`config.mk`:
```
export PLATFORM = sky130hd
export DESIGN_NAME = menu_select
export DESIGN_NICKNAME = d
export VERILOG_FILES = /design/src/rtl/menu_select.sv
export SDC_FILE = /design/constraint.sdc
export NUM_CORES = 1
export LEC_CHECK = 0
export ABC_AREA = 1
export CORE_MARGIN = 2
export CORE_UTILIZATION = 40
export DETAILED_ROUTE_END_ITERATION = 16
export GPL_TIMING_DRIVEN = 0
export SETUP_SLACK_MARGIN = 0.05
export SLEW_MARGIN = 25
export SYNTH_ARGS = -nofsm -noshare
export SYNTH_HDL_FRONTEND = slang
export SYNTH_SLANG_ARGS = --single-unit
export TNS_END_PERCENT = 5
```
`constraint.sdc`:
```
create_clock -name clk_in -period 2.5 [get_ports clk_in]
set_input_delay 0.25 -clock clk_in [delete_from_list [all_inputs] [get_ports clk_in]]
set_output_delay 0.25 -clock clk_in [all_outputs]
set_load 0.005 [all_outputs]
```
`src/rtl/menu_select.sv`:
```
// Menu navigation: four debounced buttons drive a MENU/RUN FSM and a frame-synced selection.
// One-cycle press-to-strobe latency after debounce; no backpressure, every event is consumed or dropped.

module menu_select_debounce #(
  parameter int unsigned DEBOUNCE_CYCLES = 650000
) (
  input  logic clk_in,
  input  logic reset_in,
  input  logic btn_raw,
  output logic press
);
  localparam int unsigned CW = $clog2(DEBOUNCE_CYCLES + 1);

  logic          sync1_q, sync1_d;
  logic          sync2_q, sync2_d;
  logic          level_q, level_d;
  logic          level_prev_q, level_prev_d;
  logic [CW-1:0] cnt_q, cnt_d;

  always_comb begin
    sync1_d      = btn_raw;
    sync2_d      = sync1_q;
    level_d      = level_q;
    level_prev_d = level_q;
    cnt_d        = '0;
    // Any agreement between the synchronized and debounced levels restarts the stability window.
    if (sync2_q != level_q) begin
      if (cnt_q == CW'(DEBOUNCE_CYCLES - 1)) begin
        level_d = ~level_q;
      end else begin
        cnt_d = cnt_q + CW'(1);
      end
    end
  end

  always_ff @(posedge clk_in) begin
    if (reset_in) begin
      sync1_q      <= 1'b0;
      sync2_q      <= 1'b0;
      level_q      <= 1'b0;
      level_prev_q <= 1'b0;
      cnt_q        <= '0;
    end else begin
      sync1_q      <= sync1_d;
      sync2_q      <= sync2_d;
      level_q      <= level_d;
      level_prev_q <= level_prev_d;
      cnt_q        <= cnt_d;
    end
  end

  // Rising edge only, so releases and long holds produce no further events.
  assign press = level_q & ~level_prev_q;
endmodule

module menu_select #(
  parameter int unsigned DEBOUNCE_CYCLES = 650000,
  parameter int unsigned NUM_OPTIONS     = 3
) (
  input  logic       clk_in,
  input  logic       reset_in,
  input  logic       btn_up,
  input  logic       btn_down,
  input  logic       btn_select,
  input  logic       btn_back,
  input  logic       frame_start,
  output logic [1:0] menu_sel,
  output logic       in_menu,
  output logic       start_pulse,
  output logic       back_pulse
);
  typedef enum logic {ST_MENU = 1'b0, ST_RUN = 1'b1} state_t;

  localparam logic [1:0] LAST_IDX = 2'(NUM_OPTIONS - 1);

  logic [3:0] raw_btn;
  logic [3:0] press;
  logic       up_evt, down_evt, sel_evt, back_evt;

  assign raw_btn = {btn_back, btn_select, btn_down, btn_up};

  for (genvar i = 0; i < 4; i++) begin : g_btn
    menu_select_debounce #(
      .DEBOUNCE_CYCLES(DEBOUNCE_CYCLES)
    ) u_debounce (
      .clk_in  (clk_in),
      .reset_in(reset_in),
      .btn_raw (raw_btn[i]),
      .press   (press[i])
    );
  end

  assign up_evt   = press[0];
  assign down_evt = press[1];
  assign sel_evt  = press[2];
  assign back_evt = press[3];

  state_t     state_q, state_d;
  logic [1:0] pend_q, pend_d;
  logic [1:0] menu_sel_q, menu_sel_d;
  logic       start_pulse_q, start_pulse_d;
  logic       back_pulse_q, back_pulse_d;

  always_comb begin
    state_d       = state_q;
    pend_d        = pend_q;
    menu_sel_d    = menu_sel_q;
    start_pulse_d = 1'b0;
    back_pulse_d  = 1'b0;
    case (state_q)
      ST_MENU: begin
        if (frame_start) begin
          menu_sel_d = pend_q;
        end
        if (sel_evt) begin
          // Launch wins over navigation; the committed index shows at once.
          state_d       = ST_RUN;
          menu_sel_d    = pend_q;
          start_pulse_d = 1'b1;
        end else if (down_evt && !up_evt) begin
          pend_d = (pend_q >= LAST_IDX) ? 2'd0 : pend_q + 2'd1;
        end else if (up_evt && !down_evt) begin
          pend_d = (pend_q == 2'd0) ? LAST_IDX : pend_q - 2'd1;
        end
      end
      ST_RUN: begin
        if (back_evt) begin
          state_d      = ST_MENU;
          back_pulse_d = 1'b1;
        end
      end
      default: state_d = ST_MENU;
    endcase
  end

  always_ff @(posedge clk_in) begin
    if (reset_in) begin
      state_q       <= ST_MENU;
      pend_q        <= 2'd0;
      menu_sel_q    <= 2'd0;
      start_pulse_q <= 1'b0;
      back_pulse_q  <= 1'b0;
    end else begin
      state_q       <= state_d;
      pend_q        <= pend_d;
      menu_sel_q    <= menu_sel_d;
      start_pulse_q <= start_pulse_d;
      back_pulse_q  <= back_pulse_d;
    end
  end

  assign menu_sel    = menu_sel_q;
  assign in_menu     = (state_q == ST_MENU);
  assign start_pulse = start_pulse_q;
  assign back_pulse  = back_pulse_q;
endmodule

```
Word level (Yosys, flattened, before mapping)
Cells that the tools add are included.
W data, S select, Z words.
{"block": "totals", "register_bits": 103, "in_bits": 7, "out_inout_bits": 5}
{"block": "classes", "n_lt_le_gt_ge": 1, "n_bitwise": 18, "n_addsub": 6, "n_reduce_logical": 19, "eq_ne": 8, "mux": 10}
{"operator": "$add A20 B1 Y20 const B", "count": 4}
{"operator": "$eq A20 B20 Y1 const B", "count": 4}
{"operator": "$not A1 Y1", "count": 14}
{"operator": "$mux W2", "count": 6}
{"operator": "$reduce_or A3 Y1", "count": 4}
{"operator": "$reduce_and A2 Y1", "count": 5}
{"operator": "$and A1 B1 Y1", "count": 4}
{"operator": "$ne A1 B1 Y1", "count": 4}
{"operator": "$reduce_bool A2 Y1", "count": 2}
{"operator": "$reduce_or A2 Y1", "count": 2}
{"operator": "$mux W1", "count": 3}
{"operator": "$reduce_and A3 Y1", "count": 1}
{"operator": "$add A2 B1 Y2 const B", "count": 1}
{"operator": "$ge A2 B2 Y1 const B", "count": 1}
{"operator": "$logic_and A1 B1 Y1", "count": 2}
{"operator": "$logic_not A1 Y1", "count": 2}
{"operator": "$logic_not A2 Y1", "count": 1}
{"operator": "$pmux W1 S2", "count": 1}
{"operator": "$sub A2 B1 Y2 const B", "count": 1}

Depth between registers and ports, before layout
{"block": "depth", "depth_word": 6, "depth_mapped": 9, "depth_no_buf": 9}

By module
A second synthesis with hierarchy kept.
{"block": "hier_totals", "cells_unflattened": 771, "hier_area_um2": 5261.3}
{"module": "menu_select_debounce", "instances": 4, "cells_per_inst": 180, "area_per_inst_um2": 1228.7, "seq_area_each_um2": 480.5}
{"module": "menu_select", "instances": 1, "cells_per_inst": 51, "area_per_inst_um2": 346.6, "seq_area_each_um2": 140.1}

Least setup slack after synthesis
Ideal clock, no wire load.
{"block": "synth_timing", "path_kind": "register to register", "startpoint": "reg g_btn[0].u_debounce.cnt_q[0]", "endpoint": "reg g_btn[0].u_debounce.cnt_q[9]", "path_stages_with_launch": 8, "path_buffers": 1, "path_slack_ps": 1118, "required_ps": 2385, "arrival_time_ps": 1267, "path_cell_list": "dfxtp_1 > ha_1 > nand3_1 > nor2_2 > nand3_2 > nand2_4 > buf_12 > nor2_2"}
{"block": "synth_via", "elab_chain_len": 2, "word_cells_on_any_way": 3, "classes_between": "add/sub (1); eq/ne (1); reduce/logical (1)"}
{"item": "from (decl)", "line": "18", "rtl": "logic [CW-1:0] cnt_q, cnt_d;"}
{"item": "from (signal assigned)", "line": "48", "rtl": "cnt_q <= cnt_d;"}
{"item": "parallel branches: the longest is 2 deep, another holds $add A20 B1 Y20"}
Parallel ways; which one is timed is not known.
A chain may end at the register's enable or synchronous reset.

Final worst setup path
Ends and elaborated chain as after synthesis.

==> summary.md <==
| Metric | Value |
|---|---|
| DP HPWL | 7.84 mm |
| Largest net degree at the start of global routing | 19 |
| GRT Util Overall | 0.166 |
| Final setup vio count | 0 |
| Die height | between 100 and 150 um |
| Max-slew headroom | 0.713 |
| First-pass GRT wire length | 18.1 mm |
| CTS buffer count | 9 |
| Startpoint types | flip-flop |
| Buffer levels on the longest clock path | 2 |
| RD Place Congestion | 0.896 |
| DIE AREA | 0.0137 sq mm |
| Core area | about 0.013 sq mm |
| Post-synth EDFFs | 0 |
| Post-route DRC | 0 |
| TNS Setup | 0 ns |
| DR pass1 iterations | 6 |
| CP Class | flip-flop to flip-flop |
| Distinct cells, synth | 28 |
| Maximum VDD drop | 305 uV |
| Fmax | between 0.6 and 0.7 GHz |
| DR vias | 4473 |
| Number of antenna diodes | 0 |
| Clock Sinks | about 100 |
| Crit. End Element | flip-flop |
| Pwr Density | 550 mW/mm^2 |
| Register area share after synthesis | 0.403 |
| Status | completed |
| Critical Path, Cell by Cell | ha_1 -> nand3_1 -> nor2_2 -> nand3_2 -> nand2_4 -> buf_12 -> nor2_2 |
| Commonest cells after routing, fill and taps aside | nand2_1, nor2_1, dfxtp_1, inv_1 |
| Antenna violations before repair | 0 |
| # rows | between 40 and 50 |
| Top FF cell, synth | dfxtp_1 |
| CP max stage delay | 0.38 ns |
| Initial DRC count | 300 |
| Worst Hold Class | input pin to flip-flop |
| Dpl ws | 0.851 ns |
| Fin nets | roughly 800 |
| Most common cell after layout, fill and taps aside | nand2_1 |
| Io pins | 12 |
| Post_cts resized | 0 |
| Root Driver | clkbuf_16 |
| CTS tree | built |
| Synth-to-layout area growth | 12.1% |
| Fin. Hold Viols | 0 |
| RSZ-0062 raised after global routing | no |
| Layout Skew | 0.00489 ns |
| Net count of the mapped netlist | 765 |
| Post-synth ARST share | 0 |
| Worst Path Arrival | 1.91 ns |
| Yosys reg bits | 103 |
| Critical Path Most Common Cell | nor2_2 |
| Clock period minus worst slack | between 1.5 and 2 ns |
| Critical Path RT | 2.76 ns |
| Avg WL per Cell | between 10 and 15 um |
| Post-Route WL | ~10 mm |
| Syn Inst Count | 750 |
| Leak | 1.79 nW |
| Crit share post-route | 0.661 |
| Die Wd | 117 um |
| Gr ovfl total | 0 |
| Final antenna-violating net count | 0 |
| Postcts setup bufs | 0 |
| Worst Tran Pin Value | 0.430 ns |
| CTS clock-pin slew for the worst setup and hold paths | 0.07 ns |
| Share of cells above drive strength 1 | 0.0876 |
| Max cap viols | 0 |
| Worst-path maximum fanout | 10 |
| Vias per std cell | 4.72 |
| I/O Buffers | 10 |
| Critical path buffer and inverter count | 1 |
| CTS Hold Bufs | 0 |
| Ys Warns | 0 |
| Netlist Area Pre-Place | 0.00512 sq mm |
| Crit-path leading delay family | simple AND/OR/NAND/NOR gates |
| Synth area leaders | dfxtp_1, nand2_1, nor2_1 |
| Synth top area share | 0.403 |
| H-Tree Depth | 3 |
| Syn_area_per_cell | 6.82 sq um |
| Slowest CP cell | dfxtp_1 |
| Final worst-path setup slack | 0.847 ns |
| Largest area contributor in the netlist | dfxtp_1 |
| Initial Utilization | 0.407 |
| Vias in the first global route | 4284 |
| Clk Latency, worst-skew pair | 0.35 ns |
| Final Max Slew Viols | 0 |
-- cell families (layout without fill, tap and decap cells) --
| group | after synthesis | in the layout | synth area share |
|---|---|---|---|
| AO/OA/AOI/OAI | 72 | 72 | 0.0746 |
| XOR/XNOR | 31 | 31 | 0.0531 |
| adder cells (fa/ha/maj) | 8 | 8 | 0.0196 |
| buffers and inverters | 102 | 128 | 0.0853 |
| flip-flops | 103 | 103 | 0.403 |
| AND/OR/NAND/NOR | 434 | 434 | 0.365 |
-- layout make-up --
| cell class | instances | area [sq um] |
|---|---|---|
| Fill cell | 1298 | 6830 |
| Multi-Input combinational cell | 545 | 2620 |
| Sequential cell | 103 | 2060 |
| Inverter | 92 | 345 |
| Clock buffer | 9 | 225 |
| Tap cell | 172 | 215 |
| Timing Repair Buffer | 10 | 100 |
| Buffer | 10 | 91.3 |
| Clock inverter | 7 | 78.8 |
-- where the power goes --
part	total (W)	internal, W	switching (W)
Combinational	0.0000579	0.0000261	0.0000318
Clock	0.00144	0.000787	0.000655
Sequential	0.00165	0.00165	0.00000557
-- cells in the mapped netlist (all sizes together) (4+ instances only) --
cell,n
nor2,177
nand2,176
dfxtp,103
inv,92
nand3,50
a21oi,46
o21ai,25
xor2,23
nand4,15
buf,9
or2,9
ha,8
xnor2,8
nor3,4
-- path summary, 6_finish.rpt --
path	to	slack, ns	cells past startpoint	start
worst max-delay path	g_btn[0].u_debounce.cnt_q[9]	0.85	7	g_btn[0].u_debounce.cnt_q[0]
worst min-delay path	g_btn[2].u_debounce.sync1_q	0.09	2	reset_in
worst min register to register	g_btn[0].u_debounce.sync2_q	0.40	2	g_btn[0].u_debounce.sync1_q
worst max register to register	g_btn[0].u_debounce.cnt_q[9]	0.85	7	g_btn[0].u_debounce.cnt_q[0]
-- flip-flops by register name (all words and copies together), names as in the netlist --
name	cells
g_btn.u_debounce.level_prev_q	4
state_q	1
pend_q	2
g_btn.u_debounce.cnt_q	80
start_pulse	1
g_btn.u_debounce.sync2_q	4
back_pulse	1
menu_sel	2
g_btn.u_debounce.sync1_q	4
g_btn.u_debounce.level_prev_d	4
-- metal layers --
| metal | wire (um) | global-route usage | up-vias |
|---|---|---|---|
| li1 | - | - | 2375 |
| met1 | 5010 | 0.197 | 2019 |
| met2 | 4840 | 0.284 | 56 |
| met3 | 334 | 0.0438 | 23 |
| met4 | 238 | 0.0706 | 0 |
| met5 | 0 | 0 | - |
-- per-stage QoR --
stage	std cells	total power [W]	utilization	cell area [sq um]	hold slack [ns]
2_1_floorplan	750	0.00173	-	5120	0.357
3_3_place_gp	932	0.00175	0.432	5430	0.393
3_5_place_dp	932	0.00175	0.432	5430	0.396
4_1_cts	948	0.00322	0.456	5740	0.0814
5_1_grt	948	0.00328	0.456	5740	0.0868
6_report	948	0.00315	0.456	5740	0.0922
No activity file was read; power rests on OpenSTA's default activity.
